$ cat config.mk
export PLATFORM = sky130hd
export DESIGN_NAME = inst_fetch_unit
export DESIGN_NICKNAME = d
export VERILOG_FILES = /design/src/rtl/inst_fetch_unit.sv
export SDC_FILE = /design/constraint.sdc
export NUM_CORES = 1
export LEC_CHECK = 0
export ABC_AREA = 1
export CAP_MARGIN = 20
export CORE_MARGIN = 2
export CORE_UTILIZATION = 44
export CTS_CLUSTER_SIZE = 30
export DETAILED_ROUTE_END_ITERATION = 6
export PLACE_DENSITY_LB_ADDON = 0.08
export RECOVER_POWER = 25
export SYNTH_ARGS = -nofsm -noshare
export SYNTH_HDL_FRONTEND = slang
export SYNTH_SLANG_ARGS = --single-unit
$ cat constraint.sdc
create_clock -name clk -period 2.7 [get_ports clk]
set_input_delay 0.675 -clock clk [delete_from_list [all_inputs] [get_ports clk]]
set_output_delay 0.675 -clock clk [all_outputs]
set_load 0.02 [all_outputs]
$ cat src/rtl/inst_fetch_unit.sv
// ---------------------------------------------------------------------------
// inst_fetch_unit
//
// Purpose: holds the program counter, fetches 32-bit instructions from
// instruction memory over a req/gnt/rvalid handshake (one outstanding request
// at most) and presents each one to the decoder with a valid/ready handshake.
// When the decoder accepts an instruction, its PCSel choice selects the next
// PC: PC+4 (wrapping) or the ALU branch/jump target. A misaligned next PC
// parks the unit in a terminal ERROR state with a sticky flag.
//
// Optional feature (macro FETCH_PERF_CNT_EN): adds fetch_count and
// stall_cycles performance counters. Without the macro neither the counters
// nor their ports exist.
//
// Ports:
//   clk            in   clock, rising edge
//   reset          in   asynchronous active-high reset
//   imem_req       out  fetch request (high only in FETCH)
//   imem_addr      out  fetch address (equals pc)
//   imem_gnt       in   memory accepted the request
//   imem_rvalid    in   read data valid
//   imem_rdata     in   instruction word
//   Inst           out  current instruction
//   inst_valid     out  Inst/pc valid
//   inst_ready     in   decoder accepts Inst
//   PCSel          in   0: pc+4, 1: alu_target
//   alu_target     in   branch/jump target
//   pc             out  address of Inst
//   fetch_misalign out  sticky misaligned-target flag
//   fetch_count    out  (FETCH_PERF_CNT_EN) accepted instructions
//   stall_cycles   out  (FETCH_PERF_CNT_EN) FETCH/WAIT stall cycles
// ---------------------------------------------------------------------------
module inst_fetch_unit #(
    parameter int unsigned           ADDR_W   = 32,
    parameter logic [ADDR_W-1:0]     RESET_PC = {ADDR_W{1'b0}}
) (
    input  logic              clk,
    input  logic              reset,
    output logic              imem_req,
    output logic [ADDR_W-1:0] imem_addr,
    input  logic              imem_gnt,
    input  logic              imem_rvalid,
    input  logic [31:0]       imem_rdata,
    output logic [31:0]       Inst,
    output logic              inst_valid,
    input  logic              inst_ready,
    input  logic              PCSel,
    input  logic [ADDR_W-1:0] alu_target,
    output logic [ADDR_W-1:0] pc,
`ifdef FETCH_PERF_CNT_EN
    output logic [31:0]       fetch_count,
    output logic [31:0]       stall_cycles,
`endif
    output logic              fetch_misalign
);

    typedef enum logic [2:0] {
        ST_IDLE    = 3'd0,
        ST_FETCH   = 3'd1,
        ST_WAIT    = 3'd2,
        ST_DELIVER = 3'd3,
        ST_ERROR   = 3'd4
    } state_t;

    state_t              state_q;
    logic                req_q;
    logic [ADDR_W-1:0]   pc_q;
    logic [31:0]         inst_q;
    logic                valid_q;
    logic                misalign_q;

    logic [ADDR_W-1:0]   next_pc_d;
    logic                next_aligned_d;

    // Candidate next PC; pc+4 wraps naturally at the register width.
    always_comb begin
        next_pc_d = pc_q + {{(ADDR_W-3){1'b0}}, 3'b100};
        if (PCSel) begin
            next_pc_d = alu_target;
        end else begin
            next_pc_d = pc_q + {{(ADDR_W-3){1'b0}}, 3'b100};
        end
        next_aligned_d = (next_pc_d[1:0] == 2'b00);
    end

    // Fetch FSM with all outputs held in registers.
    always_ff @(posedge clk or posedge reset) begin
        if (reset) begin
            state_q    <= ST_IDLE;
            req_q      <= 1'b0;
            pc_q       <= RESET_PC;
            inst_q     <= 32'h0000_0000;
            valid_q    <= 1'b0;
            misalign_q <= 1'b0;
        end else begin
            case (state_q)
                ST_IDLE: begin
                    req_q   <= 1'b1;
                    state_q <= ST_FETCH;
                end
                ST_FETCH: begin
                    // Address stays on pc_q until the memory grants.
                    if (imem_gnt) begin
                        req_q   <= 1'b0;
                        state_q <= ST_WAIT;
                    end
                end
                ST_WAIT: begin
                    if (imem_rvalid) begin
                        inst_q  <= imem_rdata;
                        valid_q <= 1'b1;
                        state_q <= ST_DELIVER;
                    end
                end
                ST_DELIVER: begin
                    if (inst_ready) begin
                        valid_q <= 1'b0;
                        if (next_aligned_d) begin
                            pc_q    <= next_pc_d;
                            req_q   <= 1'b1;
                            state_q <= ST_FETCH;
                        end else begin
                            // pc keeps the address of the offending instruction.
                            misalign_q <= 1'b1;
                            state_q    <= ST_ERROR;
                        end
                    end
                end
                ST_ERROR: begin
                    req_q   <= 1'b0;
                    valid_q <= 1'b0;
                end
                default: begin
                    // Unreachable encoding: drop everything and refetch pc.
                    req_q   <= 1'b0;
                    valid_q <= 1'b0;
                    state_q <= ST_IDLE;
                end
            endcase
        end
    end

    assign imem_req       = req_q;
    assign imem_addr      = pc_q;
    assign pc             = pc_q;
    assign Inst           = inst_q;
    assign inst_valid     = valid_q;
    assign fetch_misalign = misalign_q;

`ifdef FETCH_PERF_CNT_EN
    logic [31:0] fetch_count_q;
    logic [31:0] stall_cycles_q;

    // Performance counters: accepted instructions and memory stall cycles.
    always_ff @(posedge clk or posedge reset) begin
        if (reset) begin
            fetch_count_q  <= 32'h0000_0000;
            stall_cycles_q <= 32'h0000_0000;
        end else begin
            if ((state_q == ST_DELIVER) && inst_ready) begin
                fetch_count_q <= fetch_count_q + 32'd1;
            end
            if (((state_q == ST_FETCH) && !imem_gnt) ||
                ((state_q == ST_WAIT) && !imem_rvalid)) begin
                stall_cycles_q <= stall_cycles_q + 32'd1;
            end
        end
    end

    assign fetch_count  = fetch_count_q;
    assign stall_cycles = stall_cycles_q;
`else
    // No performance counters in this build.
`endif

endmodule

==> impl_results.md, run 1 <==
* GRT Residual Overflow at 0
* Fmax at 461.9 MHz
* Count of input and output buffers at 168
* Initial antenna violation count at 0
* Post-DRT Antenna Nets at 0
* Multi-input gate area at 1993 µm²
* Layout cells sized above 1 at 11.03%
* Hold_buf cts at 0
* Number of remaining DRC errors at 0
* Finished layout cell area at 5986 µm²
* Vias after detailed routing at 3892
* First-pass DRT Iterations at 4
* Initial drt markers at 159
* TNS Setup at 0 ns
* Max Cap Viol at 0
* Switching Fraction at 41.82%
* Part of the power in registers at 32.4%
* Antenna Cells at 0
* Root Driver: clkbuf_8
* Core area at 9328 µm²
* Actual slew at the worst max-slew pin at 0.4016 ns
* Die height at 102.3 µm
* Cell variety after synth at 34
* Final-report hold violation count at 0
* Mapped Nets at 601
* Rows at 35
* CTS sink cnt at 70
* Int Pwr at 3646 µW
* Worst-path clk slew at 0.08 ns
* Average size of a mapped cell at 8.027 µm²
* GP Congestion at 0.9360
* Die area at 10470 µm²
* Pin count of the biggest net entering global routing at 71
* Worst-skew pair later-pin latency at 0.34 ns
* Die W at 102.3 µm
* Cell Area, Synth at 4254 µm²
* Logic pwr share at 55.8%
* Synth Register Bits at 70
* Slew margin rel. at 73.23%
* Final setup viols at 0
* Cts bufs inserted at 9
* WL/cell at 13.91 µm
* Crit-path leading delay family: buffers and inverters
* Data required, critical path at 2.03 ns
* Status: completed
* Filler cell count at 842
* CTS tree: built
* Pleak at 0.002694 µW
* Sequential Area at 1752 µm²
* I/O pins at 169
* Ys Warns at 0
* HP Class: flip-flop to flip-flop
* Critical path startpoint category: flip-flop
* Worst stage delay on the critical path at 0.66 ns
* Via count of the first global-routing pass at 3826
* Sw Pwr at 2621 µW
* Crit path time final at 2.165 ns
* Worst Skew at 0.008068 ns
* Gate count after technology mapping at 530
* CP max-delay cell: clkdlybuf4s50_1
* RSZ-0062 raised after global routing: false
* Worst setup EP type: primary output
* DRT Wirelength at 11130 µm
* Nets at 738
* Register area share after synthesis at 41.18%
* Slew Limit Fails at 0
* Area growth syn-to-layout at 40.71%
* Overall routing resource usage at 21.71%
* Clock power frac at 11.7%
* Initial Utilization at 45.61%
* Worst Path Buf+Inv at 1
* H-tree depth at 3
* Max FO, Critical Path at 8
* Critical Path AT at 1.49 ns
* Power per Cell Area at 1047 nW/µm²
* Postcts setup bufs at 0
* Vias/cell at 4.865
* Worst setup path category: flip-flop to primary output
* Fin crit share at 80.18%
* Cts repair resizes at 0
* Dpl cell area at 5823 µm²
* Global-route wire length before repair at 17880 µm
* Hpwl dp at 8108 µm
* CTS Buffer Depth at 2
* Worst-path cell chain: clkdlybuf4s50_1
* Worst VDD drop at 655.8 µV
-- metrics by stage --
step / setup slack (ns) / total power [µW] / hold slack, ns / util (%) / cells
after floorplan: 0.2568 / 4136 / 0.5145 / - / 530
after CTS: 0.5059 / 6322 / 0.4837 / 64.17 / 800
after global routing: 0.4693 / 6651 / 0.4980 / 64.17 / 800
after global placement: 0.4695 / 5493 / 0.4535 / 62.43 / 785
final: 0.5352 / 6267 / 0.4768 / 64.17 / 800
after detailed placement: 0.4435 / 5550 / 0.4578 / 62.43 / 785
-- area by class of cell --
cell class / instances / share of cell area [%]
clock buffers: 9 / 2.069
clock inverters: 6 / 0.6480
multi-input cells: 368 / 33.30
flip-flops and latches: 70 / 29.26
repair buffers: 174 / 29.26
well taps: 129 / 2.696
inverters: 44 / 2.759
-- cell usage after synthesis --
library cell	count	share of area (%)
nor2_2	4	0.59
nor2_1	61	5.4
a21oi_1	30	3.5
nand4_1	2	0.29
o21bai_1	1	0.18
o31ai_1	1	0.18
clkbuf_1	6	0.53
ha_1	1	0.29
nor2_4	6	1.6
clkinv_1	1	0.088
nor3_1	1	0.12
o211ai_1	3	0.53
mux2_4	30	11
xnor2_1	1	0.21
buf_4	32	5.6
inv_2	1	0.088
mux2_2	2	0.53
nand3_1	33	3.9
nand2_1	159	14
buf_2	5	0.59
and3_1	1	0.15
nand2_2	5	0.74
or2_2	2	0.29
a22oi_2	1	0.29
and2_1	2	0.29
nor3_4	1	0.38
o21ai_1	5	0.59
buf_6	5	1.3
nand3b_1	2	0.35
o21ai_0	12	1.4
nand3_2	1	0.24
xor2_1	1	0.21
inv_1	42	3.7
dfrtp_1	70	41
-- path summary, 6_finish.rpt --
kind / depth (start not counted) / slack (ns) / end / from
worst max-delay path: 1 / 0.54 / pc[22] / imem_addr[22]
worst min-delay path: 2 / 0.48 / fetch_misalign / fetch_misalign
worst max register to register: 10 / 0.94 / imem_addr[28] / imem_addr[2]
worst min register to register: 2 / 0.48 / fetch_misalign / fetch_misalign
max in group asynchronous: 3 / 1.50 / imem_addr[12] / reset
min in group asynchronous: 3 / 0.88 / Inst[4] / reset
-- tightest hold or removal path, stage by stage, from the launching register on --
cell     delay, ns
dfrtp_1       0.35
inv_1         0.04
nand2_1       0.05
-- sequential cells by signal, summed over array words and instances (netlist names) --
register	flops
Inst	32
imem_addr	32
state_q	3
fetch_misalign	1
imem_req	1
inst_valid	1
-- power by group through the flow --
stage,Clock (µW),Combinational [µW],Sequential [µW]
finish,736,3500,2030
global route,812,3730,2110
CTS,763,3520,2040
detailed placement,0,3500,2050
global placement,0,3460,2030
floorplan,0,1640,2500
-- metal layers --
layer,track usage [%],up-vias,share of wire [%]
met5,0,-,0
met3,3.899,14,6.1
met1,27.64,1816,43
met2,36.39,139,50
met4,9.231,0,1.5
li1,-,1923,-
-- logic make-up (layout without fill, tap and decap cells) --
family	count (synthesis)	count (layout)	synth area share (%)
AOI/OAI and AO/OA	53	53	6.706
xor gates and xnor gates	2	2	0.4118
and+or+nand+nor	280	280	28.32
muxes	32	32	11.12
buffers and inverters	92	233	11.97
DFF	70	70	41.18
adders and majority gates	1	1	0.2941
-- layout by cell type (no fill, tap or decap), types with 6 or more instances in the layout --
master and count:
nor2_4 6, nor2_1 61, a21oi_1 30, o21ai_0 12, nand3_1 33, clkdlybuf4s50_1 167, mux2_4 30, dfrtp_1 70
inv_1 42, clkbuf_8 9, nand2_1 159
Note: power is estimated with default switching activity, not from simulation.
==> run 2: changes to the inputs <==
Clock period 2.7 ns to 2.2 ns, I/O delays scaled along.
==> impl_results.md, run 2 (synthesis gave the netlist of run 1 again) <==
* Vias/cell at 4.944 (+1.6%)
* Die height at 102.3 µm (unchanged)
* Overall routing resource usage at 22.25% (+0.54 points)
* Worst VDD drop at 740.1 µV (+13%)
* Initial Utilization at 45.61% (unchanged)
* Slew Limit Fails at 0 (unchanged)
* Inst Count DP at 788 (+0.38%)
* Final core utilization at 64.47% (+0.30 points)
* Layout cells sized above 1 at 11.57% (+0.54 points)
* I/O pins at 169 (unchanged)
* Critical Path AT at 1.49 ns (about the same)
* Worst-skew pair later-pin latency at 0.34 ns (about the same)
* Pleak at 0.002707 µW (+0.47%)
* Die W at 102.3 µm (unchanged)
* Pin count of the biggest net entering global routing at 71 (unchanged)
* Core area at 9328 µm² (unchanged)
* Worst Path Buf+Inv at 1 (unchanged)
* Worst-path clk slew at 0.08 ns (about the same)
* Nets at 741 (+0.41%)
* Antenna Cells at 0 (unchanged)
* Min-delay src: fetch_misalign
* Initial antenna violation count at 0 (unchanged)
* Final-report hold violation count at 0 (unchanged)
* Status: completed
* DRT Wirelength at 11450 µm (+2.9%)
* Cts bufs inserted at 9 (unchanged)
* RSZ-0062 raised after global routing: false
* Root Driver: clkbuf_8
* Final setup viols at 0 (unchanged)
* Actual slew at the worst max-slew pin at 0.9728 ns (+0.5712 ns)
* Worst Setup SP: imem_addr[26]
* Via count of the first global-routing pass at 3778 (-1.3%)
* Global-route wire length before repair at 18490 µm (+3.4%)
* Reg-to-Reg Start: imem_addr[3]
* Rows at 35 (unchanged)
* Area growth syn-to-layout at 41.35%
* Postcts setup bufs at 0 (unchanged)
* Hold Path End: fetch_misalign
* CP max-delay cell: clkdlybuf4s50_1
* Count of input and output buffers at 168 (unchanged)
* H-tree depth at 3 (unchanged)
* Commonest cells after routing, fill and taps aside: clkdlybuf4s50_1 (167), nand2_1 (159), dfrtp_1 (70)
* Data required, critical path at 1.65 ns (-0.38 ns)
* Number of remaining DRC errors at 0 (unchanged)
* Die area at 10470 µm² (unchanged)
* HP Class: flip-flop to flip-flop
* Hold_buf cts at 0 (unchanged)
* Commonest non-fill, non-tap cell in the layout: clkdlybuf4s50_1
* Vias after detailed routing at 3970 (+2.0%)
* Worst setup path category: flip-flop to primary output
* Post-DRT Antenna Nets at 0 (unchanged)
* Slew margin rel. at 35.15% (-38 points)
* R2R cell count at 10 (unchanged)
* Clock power frac at 11.7% (about the same)
* CTS sink cnt at 70 (unchanged)
* Crit path time final at 2.040 ns
* Non-filler cells, final at 803 (+0.38%)
* Worst-path cell chain: clkdlybuf4s50_1
* Int Pwr at 4487 µW (+23%)
* Filler cell count at 836 (-0.71%)
* Part of the power in registers at 32.5% (about the same)
* Dpl cell area at 5862 µm² (+0.67%)
* GRT Residual Overflow at 0 (unchanged)
* Max FO, Critical Path at 8 (unchanged)
* Fin crit share at 92.74%
* Logic pwr share at 55.8% (about the same)
* Worst Skew at 0.01149 ns (+0.003418 ns)
* Switching Fraction at 41.92% (+0.10 points)
* Hold Path Stages at 2 (unchanged)
* Hpwl dp at 8502 µm (+4.9%)
* Hold WS at 0.4831 ns (+0.006324 ns)
* Worst stage delay on the critical path at 0.66 ns (about the same)
* Finished layout cell area at 6013 µm² (+0.46%)
* Cts repair resizes at 0 (unchanged)
* Critical path startpoint category: flip-flop
* CTS Buffer Depth at 2 (unchanged)
* CTS tree: built
* WL/cell at 14.26 µm (+2.5%)
* Sw Pwr at 3239 µW (+24%)
* Worst setup EP type: primary output
* Crit-path leading delay family: buffers and inverters
* Crit Reg-Reg Endpoint: imem_addr[30]
* First-pass DRT Iterations at 4 (unchanged)
* Power per Cell Area at 1285 nW/µm² (+23%)
* Fmax at 490.1 MHz
* Max Cap Viol at 0 (unchanged)
* GP Congestion at 0.9208 (-1.6%)
* R2r setup slk at 0.47 ns (-0.47 ns)
* Initial drt markers at 223 (+40%)
==> run 2: changes by cell type in the layout (fill, tap and decap cells not counted), sizes merged <==
cell / delta
buf: +2
clkinv: +2
inv: -2
clkbuf: +1
==> run 2: worst max path at each step <==
stage,endpoint,depth (start not counted)
2_1_floorplan,imem_addr[28],10
3_3_place_gp,imem_addr[18],9
3_5_place_dp,imem_addr[18],10
4_1_cts,pc[26],1
5_1_grt,pc[26],1
6_report,pc[26],1
==> run 2: cell type report <==
cell class / count / area, µm² / share of cell area (%)
well taps: 129 / 161.4 / 2.684
repair buffers: 177 / 1774 / 29.50
flip-flops and latches: 70 / 1752 / 29.13
inverters: 44 / 168.9 / 2.809
clock inverters: 6 / 40.04 / 0.6658
multi-input cells: 368 / 1993 / 33.15
clock buffers: 9 / 123.9 / 2.060
==> run 2: metal layers <==
metal	share of wire (%)	vias up	global-route usage, %	wire, µm
li1	-	1931	-	-
met1	42	1893	29.81	4840
met2	50	130	37.30	5771
met3	5.4	16	3.215	619
met4	1.9	0	7.077	218
met5	0	-	0	0
==> run 2: power groups by stage <==
stage / sequential [µW] / clock, µW / combinational (µW)
floorplan: 3060 / 0 / 2010
global placement: 2490 / 0 / 4270
detailed placement: 2530 / 0 / 4330
CTS: 2510 / 932 / 4350
global route: 2600 / 993 / 4600
finish: 2510 / 907 / 4310
==> run 2: per-stage QoR <==
stage / TNS (ns) / setup WS [ns] / total power (µW)
after floorplan: 0 / 0.5856 / 5077
after CTS: 0 / 0.1432 / 7793
after detailed placement: -0.02263 / -0.02263 / 6857
after global placement: 0 / 0.03102 / 6758
after global routing: 0 / 0.08262 / 8197
final: 0 / 0.1598 / 7726
